==> src/rtl/lagarto_exe_wb_pkg.sv <==
// lagarto_exe_wb_pkg: default widths, EXE->WB entry layout and write-enable sanitising helpers
package lagarto_exe_wb_pkg;
  localparam int DATA_W_DEF = 64;
  localparam int ADDR_W_DEF = 40;
  localparam int INST_W_DEF = 32;
  localparam int REG_AW_DEF = 5;
  localparam int DEPTH_DEF  = 2;
  typedef struct packed {
    logic [ADDR_W_DEF-1:0] pc;
    logic [INST_W_DEF-1:0] inst;
    logic                  we;
    logic [DATA_W_DEF-1:0] data;
    logic [REG_AW_DEF-1:0] waddr;
    logic                  csr_en;
    logic [DATA_W_DEF-1:0] csr_data;
    logic                  xcpt;
    logic [DATA_W_DEF-1:0] cause;
    logic [ADDR_W_DEF-1:0] mem_addr;
  } exe_wb_entry_t;
  // writes to x0 and from excepting instructions never reach the register file
  function automatic logic sanitise_we(input logic we, input logic xcpt, input logic waddr_nz);
    return we & ~xcpt & waddr_nz;
  endfunction
  function automatic logic sanitise_csr_en(input logic csr_en, input logic xcpt);
    return csr_en & ~xcpt;
  endfunction
endpackage

==> src/rtl/exe_wb_queue_ctrl.sv <==
// exe_wb_queue_ctrl: circular-buffer pointers, occupancy count and push/pop/flush handshake
module exe_wb_queue_ctrl #(
  parameter int DEPTH = 2,
  localparam int PW = $clog2(DEPTH),
  localparam int CW = $clog2(DEPTH + 1)
) (
  input  logic          clk,
  input  logic          rst_n,
  input  logic          flush,
  input  logic          exe_valid,
  input  logic          wb_ready,
  output logic          exe_ready,
  output logic          wb_valid,
  output logic          push,
  output logic          pop,
  output logic [PW-1:0] wptr,
  output logic [PW-1:0] rptr,
  output logic [CW-1:0] count
);
  assign exe_ready = count < CW'(DEPTH);
  assign wb_valid  = count != '0;
  assign push      = exe_valid & exe_ready & ~flush;
  assign pop       = wb_valid & wb_ready & ~flush;
  always_ff @(posedge clk or negedge rst_n)
    if (!rst_n) begin
      wptr  <= '0;
      rptr  <= '0;
      count <= '0;
    end else if (flush) begin
      wptr  <= '0;
      rptr  <= '0;
      count <= '0;
    end else begin
      wptr  <= wptr + PW'(push);
      rptr  <= rptr + PW'(pop);
      count <= count + CW'(push) - CW'(pop);
    end
endmodule

==> src/rtl/exe_wb_skid_latch.sv <==
// exe_wb_skid_latch: DEPTH-entry EXE->WB valid/ready queue; LAGARTO_EXE_WB_PERF_EN adds WB_STALL_CNT
module exe_wb_skid_latch
  import lagarto_exe_wb_pkg::*;
#(
  parameter int DATA_W = DATA_W_DEF,
  parameter int ADDR_W = ADDR_W_DEF,
  parameter int INST_W = INST_W_DEF,
  parameter int REG_AW = REG_AW_DEF,
  parameter int DEPTH  = DEPTH_DEF,
  localparam int CW = $clog2(DEPTH + 1)
) (
  input  logic              CLK,
  input  logic              RST,
  input  logic              FLUSH,
  input  logic              EXE_VALID,
  output logic              EXE_READY,
  input  logic [ADDR_W-1:0] EXE_PC,
  input  logic [INST_W-1:0] EXE_INST,
  input  logic              EXE_WE,
  input  logic [DATA_W-1:0] EXE_DATA,
  input  logic [REG_AW-1:0] EXE_WADDR,
  input  logic              EXE_CSR_ENABLE,
  input  logic              EXE_XCPT,
  input  logic [DATA_W-1:0] EXE_XCPT_CAUSE,
  input  logic [ADDR_W-1:0] EXE_MEM_ADDR,
  output logic              WB_VALID,
  input  logic              WB_READY,
  output logic [ADDR_W-1:0] WB_PC,
  output logic [INST_W-1:0] WB_INST,
  output logic              WB_WE,
  output logic [DATA_W-1:0] WB_DATA,
  output logic [REG_AW-1:0] WB_WADDR,
  output logic              WB_CSR_ENABLE,
  output logic [DATA_W-1:0] WB_CSR_DATA,
  output logic              WB_XCPT,
  output logic [DATA_W-1:0] WB_XCPT_CAUSE,
  output logic [ADDR_W-1:0] WB_MEM_ADDR,
  output logic [CW-1:0]     COUNT
`ifdef LAGARTO_EXE_WB_PERF_EN
  ,
  output logic [31:0]       WB_STALL_CNT
`endif
);
  localparam int PW = $clog2(DEPTH);
  typedef struct packed {
    logic [ADDR_W-1:0] pc;
    logic [INST_W-1:0] inst;
    logic              we;
    logic [DATA_W-1:0] data;
    logic [REG_AW-1:0] waddr;
    logic              csr_en;
    logic [DATA_W-1:0] csr_data;
    logic              xcpt;
    logic [DATA_W-1:0] cause;
    logic [ADDR_W-1:0] mem_addr;
  } entry_t;
  entry_t          mem [DEPTH];
  entry_t          din;
  entry_t          head;
  logic            push;
  logic            pop;
  logic            we;
  logic [PW-1:0]   wptr;
  logic [PW-1:0]   rptr;
  exe_wb_queue_ctrl #(.DEPTH(DEPTH)) u_ctrl (
    .clk(CLK),
    .rst_n(RST),
    .flush(FLUSH),
    .exe_valid(EXE_VALID),
    .wb_ready(WB_READY),
    .exe_ready(EXE_READY),
    .wb_valid(WB_VALID),
    .push(push),
    .pop(pop),
    .wptr(wptr),
    .rptr(rptr),
    .count(COUNT)
  );
  assign we = sanitise_we(EXE_WE, EXE_XCPT, |EXE_WADDR);
  always_comb begin
    din.pc       = EXE_PC;
    din.inst     = EXE_INST;
    din.we       = we;
    din.data     = we ? EXE_DATA : '0;
    din.waddr    = we ? EXE_WADDR : '0;
    din.csr_en   = sanitise_csr_en(EXE_CSR_ENABLE, EXE_XCPT);
    din.csr_data = EXE_DATA;
    din.xcpt     = EXE_XCPT;
    din.cause    = EXE_XCPT_CAUSE;
    din.mem_addr = EXE_MEM_ADDR;
  end
  always_ff @(posedge CLK)
    if (push) mem[wptr] <= din;
  // payload reads as zero while the queue is empty
  assign head = WB_VALID ? mem[rptr] : '0;
  assign {WB_PC, WB_INST, WB_WE, WB_DATA, WB_WADDR, WB_CSR_ENABLE, WB_CSR_DATA,
          WB_XCPT, WB_XCPT_CAUSE, WB_MEM_ADDR} = head;
`ifdef LAGARTO_EXE_WB_PERF_EN
  always_ff @(posedge CLK or negedge RST)
    if (!RST) WB_STALL_CNT <= '0;
    else if (WB_VALID & ~WB_READY & ~FLUSH & ~&WB_STALL_CNT) WB_STALL_CNT <= WB_STALL_CNT + 32'd1;
`endif
  logic unused;
  assign unused = pop;
endmodule

==> config.mk <==
export PLATFORM = sky130hd
export DESIGN_NAME = exe_wb_skid_latch
export DESIGN_NICKNAME = d
export VERILOG_FILES = /design/src/rtl/lagarto_exe_wb_pkg.sv /design/src/rtl/exe_wb_queue_ctrl.sv /design/src/rtl/exe_wb_skid_latch.sv
export SDC_FILE = /design/constraint.sdc
export NUM_CORES = 1
export LEC_CHECK = 0
export CORE_MARGIN = 4
export CORE_UTILIZATION = 55
export CTS_CLUSTER_DIAMETER = 120
export CTS_CLUSTER_SIZE = 28
export DETAILED_ROUTE_END_ITERATION = 6
export PLACE_DENSITY = 0.91
export SLEW_MARGIN = 25
export SYNTH_ARGS = -nofsm -noshare
export SYNTH_HDL_FRONTEND = slang
export SYNTH_HIERARCHICAL = 1
export SYNTH_SLANG_ARGS = --single-unit
export TNS_END_PERCENT = 5
==> constraint.sdc <==
create_clock -name CLK -period 37.7 [get_ports CLK]
set_input_delay 3.77 -clock CLK [delete_from_list [all_inputs] [get_ports CLK]]
set_output_delay 3.77 -clock CLK [all_outputs]
set_load 0.05 [all_outputs]
==> results.toml, run 1 <==
[status]
status = "completed"

[floorplan]
die_area_um2 = 50300
die_y_um = 224.3
die_x_um = 224.3
rows = 78
fp.coreArea_um2 = 45770
start_util_pct = 56.21
ios = 569

[power_and_ir_drop]
ir_drop_v = 0.00005329
powerDensity_nw_per_um2 = 61.19
leakage_nw = 10.16

[final_layout]
syn2layout_area_growth_pct = 25.79
instances_no_fill = 2638
drive_gt1_share_pct = 3.296
nets = 2279

[critical_path]
r2r-start = "u_ctrl/count[1]"
cp-end-kind = "primary output"
r2r_cells = 6
arrival_ps = 5430
critical_path_class = "reg -> out"
start_kind = "flop"
r2r_setup_slack_ps = 33440
required_ps = 33930
r2r_end = "mem[0][220]"
critical_path_peak_fanout = 55
worstSetupStartpoint = "u_ctrl/rptr"

[sta]
hold_viol = 0
fin_crit_sh_pct = 24.41
slew-limit-headroom_pct = 24.55
slew_violations = 0
max_freq_mhz = 108.7
tightestPinTransition_ps = 1132
tns_ps = 0
fin_crit_ps = 9201
fin_worst_skew_ps = 17.06
setup_viol = 0
rsz0062_at_grt = "no"

[placement]
gp_congestion = 0.8341
place_hpwl_um = 41170
post-place-cells = 2594
port_buffers = 568

[routing]
drt-pass1-iter-count = 5
finalWirelength_um = 61970
drcViolationCount = 0
drtAntennaViolNets = 0
drt-initial-drc-count = 1244
viasPerCell = 5.571
dr_total_vias = 14700
wire_per_inst_um = 23.49

[cts]
postCtsHoldBufs = 0
htreeDepth = 1
clk_pin_slew_ps = 100
clockBufferDepth = 3
clock-root-buffer = "clkbuf_16"
cts_inserted_buffers = 26
tritoncts = "yes"
clk_latency_ps = 580
cts_resized = 0
cts_setup_buffers = 0
cts_sinks = 628

[min_path]
hold_start = "u_ctrl/wptr"
hold_class = "reg -> reg"
min_to = "u_ctrl/wptr"
worstHoldPathCells = 2

[grt]
track_usage_pct = 23.32
grt_first_pass_wirelength_um = 91280
grt_max_degree = 177
antenna_found_initial = 7
grt_pass1_vias = 14970
grt-ovfl-total = 0

[synthesis]
yosys_warnings = 6
yosysUniqueCellTypes = 26
avgSynthCellArea_um2 = 17.06
syn-num-nets = 1763
syn_inst = 1508
synth.ff_latch_count = 628
netlist_area_um2 = 25730
ys_seq_area_share_pct = 73.23

[run]
max_cap_viol_count = 0
## stage by stage
step                total power [mW]  hold WS [ps]  setup WS [ps]  util, %  cell area (um2)
floorplan                      1.431         505.8          18940        -            25730
global placement               1.650         613.2          29340    68.95            31560
detailed placement             1.664         645.8          29160    68.95            31560
CTS                            1.990         663.9          28500    70.54            32290
global route                   2.047         694.5          28260    70.70            32360
finish                         1.980         689.7          28500    70.70            32360
## layer usage
metal | track usage, % | up-vias | part of all wire (%)
met5 | 0 | - | 0.040
met4 | 7.352 | 4 | 3.6
met3 | 4.503 | 119 | 6.6
met2 | 40.50 | 590 | 51
met1 | 30.08 | 7390 | 38
li1 | - | 6594 | -
## layout make-up
type	instances	area, um2
timing repair buffer	586	5883
fill	2788	13410
clock inverter	1	16.27
tap	600	750.7
clock buffer	36	709.4
antenna	5	12.51
multi-input combinational	778	6132
inverter	4	15.01
sequential	628	18840
## flip-flops by register name (all words and copies together), names as in the netlist
register / cells
u_ctrl/rptr: 1
mem: 624
u_ctrl/wptr: 1
u_ctrl/count: 2
## synthesized netlist by cell type
cell type  number  area [um2]
a21oi_2        10       87.58
nor4_2          1       12.51
xnor2_1         2       17.52
ha_1            2       25.02
buf_6           3       33.78
xor2_1          1       8.760
buf_2           9       45.04
mux2i_1       312        3123
a21boi_1        1       7.510
nor2_1          4       15.01
o21ai_2         1       8.760
a21oi_1        54       270.3
edfxtp_1      624       18740
inv_1           4       15.01
dfrtp_1         4       100.1
nor2b_2         1       8.760
clkbuf_1       43       161.4
xnor2_2         1       16.27
nor2b_1       317        1983
and2_1          6       37.54
clkbuf_2        1       5.000
buf_1           3       11.26
buf_8          29       435.4
buf_4          10       75.07
nand3b_1       64       480.5
nand2_1         1       3.750
## worst max path at each step
stage,slack [ps],endpoint,cells after the start
2_1_floorplan,18940,mem[0][0],3
3_3_place_gp,29340,WB_PC[27],6
3_5_place_dp,29160,WB_PC[27],6
4_1_cts,28500,WB_PC[27],6
5_1_grt,28260,WB_PC[26],6
6_report,28500,WB_PC[27],6
## where the power goes
| part | leakage [nW] | switching (mW) | internal (mW) |
|---|---|---|---|
| Sequential | 5.81 | 0.0188 | 0.823 |
| Clock | 0.351 | 0.199 | 0.133 |
| Combinational | 4.00 | 0.528 | 0.279 |
| Total | 10.2 | 0.746 | 1.23 |
## cell families after synthesis
group	count (synthesis)	share of synthesized area, %
mux	312	12.14
flops	628	73.23
xor+xnor	4	0.1654
simple gates	394	9.878
compound gates	66	1.454
buf+inv	102	3.040
fa+ha+maj	2	0.09726
## placed cells by master (no fill, tap or decap), types with 2 or more instances in the layout
| cell | netlist | layout |
|---|---|---|
| buf_6 | 3 | 2 |
| a21oi_1 | 54 | 54 |
| dfrtp_1 | 4 | 3 |
| edfxtp_1 | 624 | 624 |
| clkbuf_1 | 43 | 9 |
| a21oi_2 | 10 | 10 |
| ha_1 | 2 | 2 |
| buf_12 | 0 | 2 |
| inv_1 | 4 | 3 |
| xnor2_1 | 2 | 2 |
| buf_4 | 10 | 12 |
| and2_1 | 6 | 5 |
| nor2_1 | 4 | 4 |
| clkdlybuf4s50_1 | 0 | 566 |
| clkbuf_16 | 0 | 27 |
| buf_2 | 9 | 2 |
| diode_2 | 0 | 5 |
| buf_16 | 0 | 2 |
| nor2b_1 | 317 | 316 |
| mux2i_1 | 312 | 312 |
| nand3b_1 | 64 | 64 |
## worst max-delay path, cell delays in order, from the launching register on
cell,delay [ps]
dfrtp_4,1040
buf_4,850
buf_4,810
buf_4,720
mux2i_1,200
nor2b_1,190
clkdlybuf4s50_1,830
(Power assumes the default switching activity.)
==> run 2, diff against run 1 <==
CORE_UTILIZATION = 51   (was 55)
PLACE_DENSITY = 0.86   (was 0.91)
clock period = 9.1 ns   (was 37.7 ns; I/O delays follow)
==> run 2 against run 1 <==
  * Non-clock buffer count unchanged
  * Die area increased by 7.6%
  * Sequential share of layout area down 0.22 points
  * Highest routed layer unchanged
  * Total power rose to 4.1 times the previous value
  * Clock skew grew 1.0 ps
  * Clock-buffer cell count rose by 1
  * Critical endpoint is now WB_XCPT_CAUSE[0]
  * First-iteration DRC count decreased by 19%
  * Worst hold slack worse by 170 ps
==> results.toml, run 2 (synthesized netlist as in run 1, its figures left out) <==
[cts]
cts_sinks = 628
htreeDepth = 1
clock-root-buffer = "clkbuf_16"
cts_resized = 0
clockBufferDepth = 3
cts_setup_buffers = 0
clk_pin_slew_ps = 100
cts_inserted_buffers = 26
postCtsHoldBufs = 0
tritoncts = "yes"
clk_latency_ps = 580

[placement]
place_ws_ps = 4650
place_hpwl_um = 40820
post-place-cells = 2666
port_buffers = 568
gp_congestion = 0.8380
place_area_um2 = 31660

[sta]
setup_ws_ps = 4391
fin_crit_ps = 4709
setup_viol = 0
fin_crit_sh_pct = 51.75
rsz0062_at_grt = "no"
max_freq_mhz = 212.3
slew_violations = 0
fin_worst_skew_ps = 18.09
tightestPinTransition_ps = 972.6
tns_ps = 0
hold_viol = 0
slew-limit-headroom_pct = 35.16

[floorplan]
ios = 569
die_area_um2 = 54100
start_util_pct = 51.49
fp.coreArea_um2 = 49970
die_x_um = 232.6
die_y_um = 232.6
rows = 82

[final_layout]
multi_input_area_um2 = 6141
layout_common_cells = "624 x edfxtp_1, 566 x clkdlybuf4s50_1, 316 x nor2b_1"
final_common_cell = "edfxtp_1"
seq_area_um2 = 18840
top_register = "mem"
syn2layout_area_growth_pct = 26.26
fillCellCount = 3361
nets = 2279
finalInstanceArea_um2 = 32480
reg_top3 = "mem x624, u_ctrl/count x2"
instances_no_fill = 2713
drive_gt1_share_pct = 3.294
largest_reg_flops = 624

[routing]
drcViolationCount = 0
drt-pass1-iter-count = 5
wire_per_inst_um = 22.53
drt-initial-drc-count = 1004
drtAntennaViolNets = 0
dr_total_vias = 14350
viasPerCell = 5.289
finalWirelength_um = 61120

[grt]
use_met2_pct = 39.31
grt.busiest_layer = "met2"
antenna_found_initial = 7
grt_max_degree = 181
grt_first_pass_wirelength_um = 89310
grt_use_met1_pct = 25.96
grt-ovfl-total = 0
use_met3_pct = 4.224
track_usage_pct = 21.42
grt_pass1_vias = 14970

[critical_path]
cp-end-kind = "primary output"
start_kind = "flop"
critical_path_class = "reg -> out"
critical_path_peak_fanout = 117
required_ps = 8190
r2r_cells = 6
arrival_ps = 3800

[power_and_ir_drop]
powerDensity_nw_per_um2 = 251.8
ir_drop_v = 0.0002371
leakage_nw = 10.17

[min_path]
hold_class = "in -> async"

[run]
max_cap_viol_count = 0

[status]
status = "completed"
## run 2: changes by cell type in the layout (fill, tap and decap cells not counted)
cell      before  now
diode_2        5    7
buf_4         12   11
clkbuf_1       9   10
nand2_8        0    1
nand2_4        1    0
buf_12         2    3
## run 2: power by group
| group | switching [mW] | internal (mW) | total [mW] |
|---|---|---|---|
| clock | 0.815 | 0.554 | 1.37 |
| sequential | 0.0746 | 3.41 | 3.48 |
| combinational | 2.17 | 1.16 | 3.33 |
| total | 3.06 | 5.12 | 8.18 |
## run 2: through the flow
step | util, % | power, mW | hold WS (ps)
floorplan | - | 5.875 | 505.8
global placement | 63.37 | 6.838 | 624.5
detailed placement | 63.37 | 6.887 | 653.9
CTS | 64.83 | 8.231 | 489.5
global route | 65.00 | 8.459 | 502.4
finish | 65.01 | 8.179 | 519.7
## run 2: path summary, 6_finish.rpt
| check | start | to | slack (ps) |
|---|---|---|---|
| setup reg to reg | u_ctrl/count[1] | mem[1][214] | 5880 |
| hold reg to reg | u_ctrl/wptr | u_ctrl/wptr | 670 |
| setup / recovery | u_ctrl/rptr | WB_XCPT_CAUSE[0] | 4390 |
| max in group asynchronous | RST | u_ctrl/rptr | 8390 |
| min in group CLK | u_ctrl/wptr | u_ctrl/wptr | 670 |
| hold / removal | RST | u_ctrl/wptr | 520 |
## run 2: cell type report
| class | count | share of cell area (%) |
|---|---|---|
| multi-input cells | 778 | 18.91 |
| diodes | 7 | 0.05393 |
| flip-flops and latches | 628 | 58.01 |
| clock inverters | 1 | 0.05008 |
| well taps | 672 | 2.589 |
| inverters | 4 | 0.04622 |
| clock buffers | 37 | 2.196 |
| repair buffers | 586 | 18.15 |
## run 2: per-layer routing
layer  vias up  wire length [um]
met5         -                20
met4         2              1431
met3        73              4086
met2       488             32650
met1      7198             22930
li1       6587                 -
## run 2: worst max-delay path: stages (launching register included)
cell and delay (ps):
dfrtp_4 990, buf_12 630, mux2i_1 290, nor2b_1 170, clkdlybuf4s50_1 850
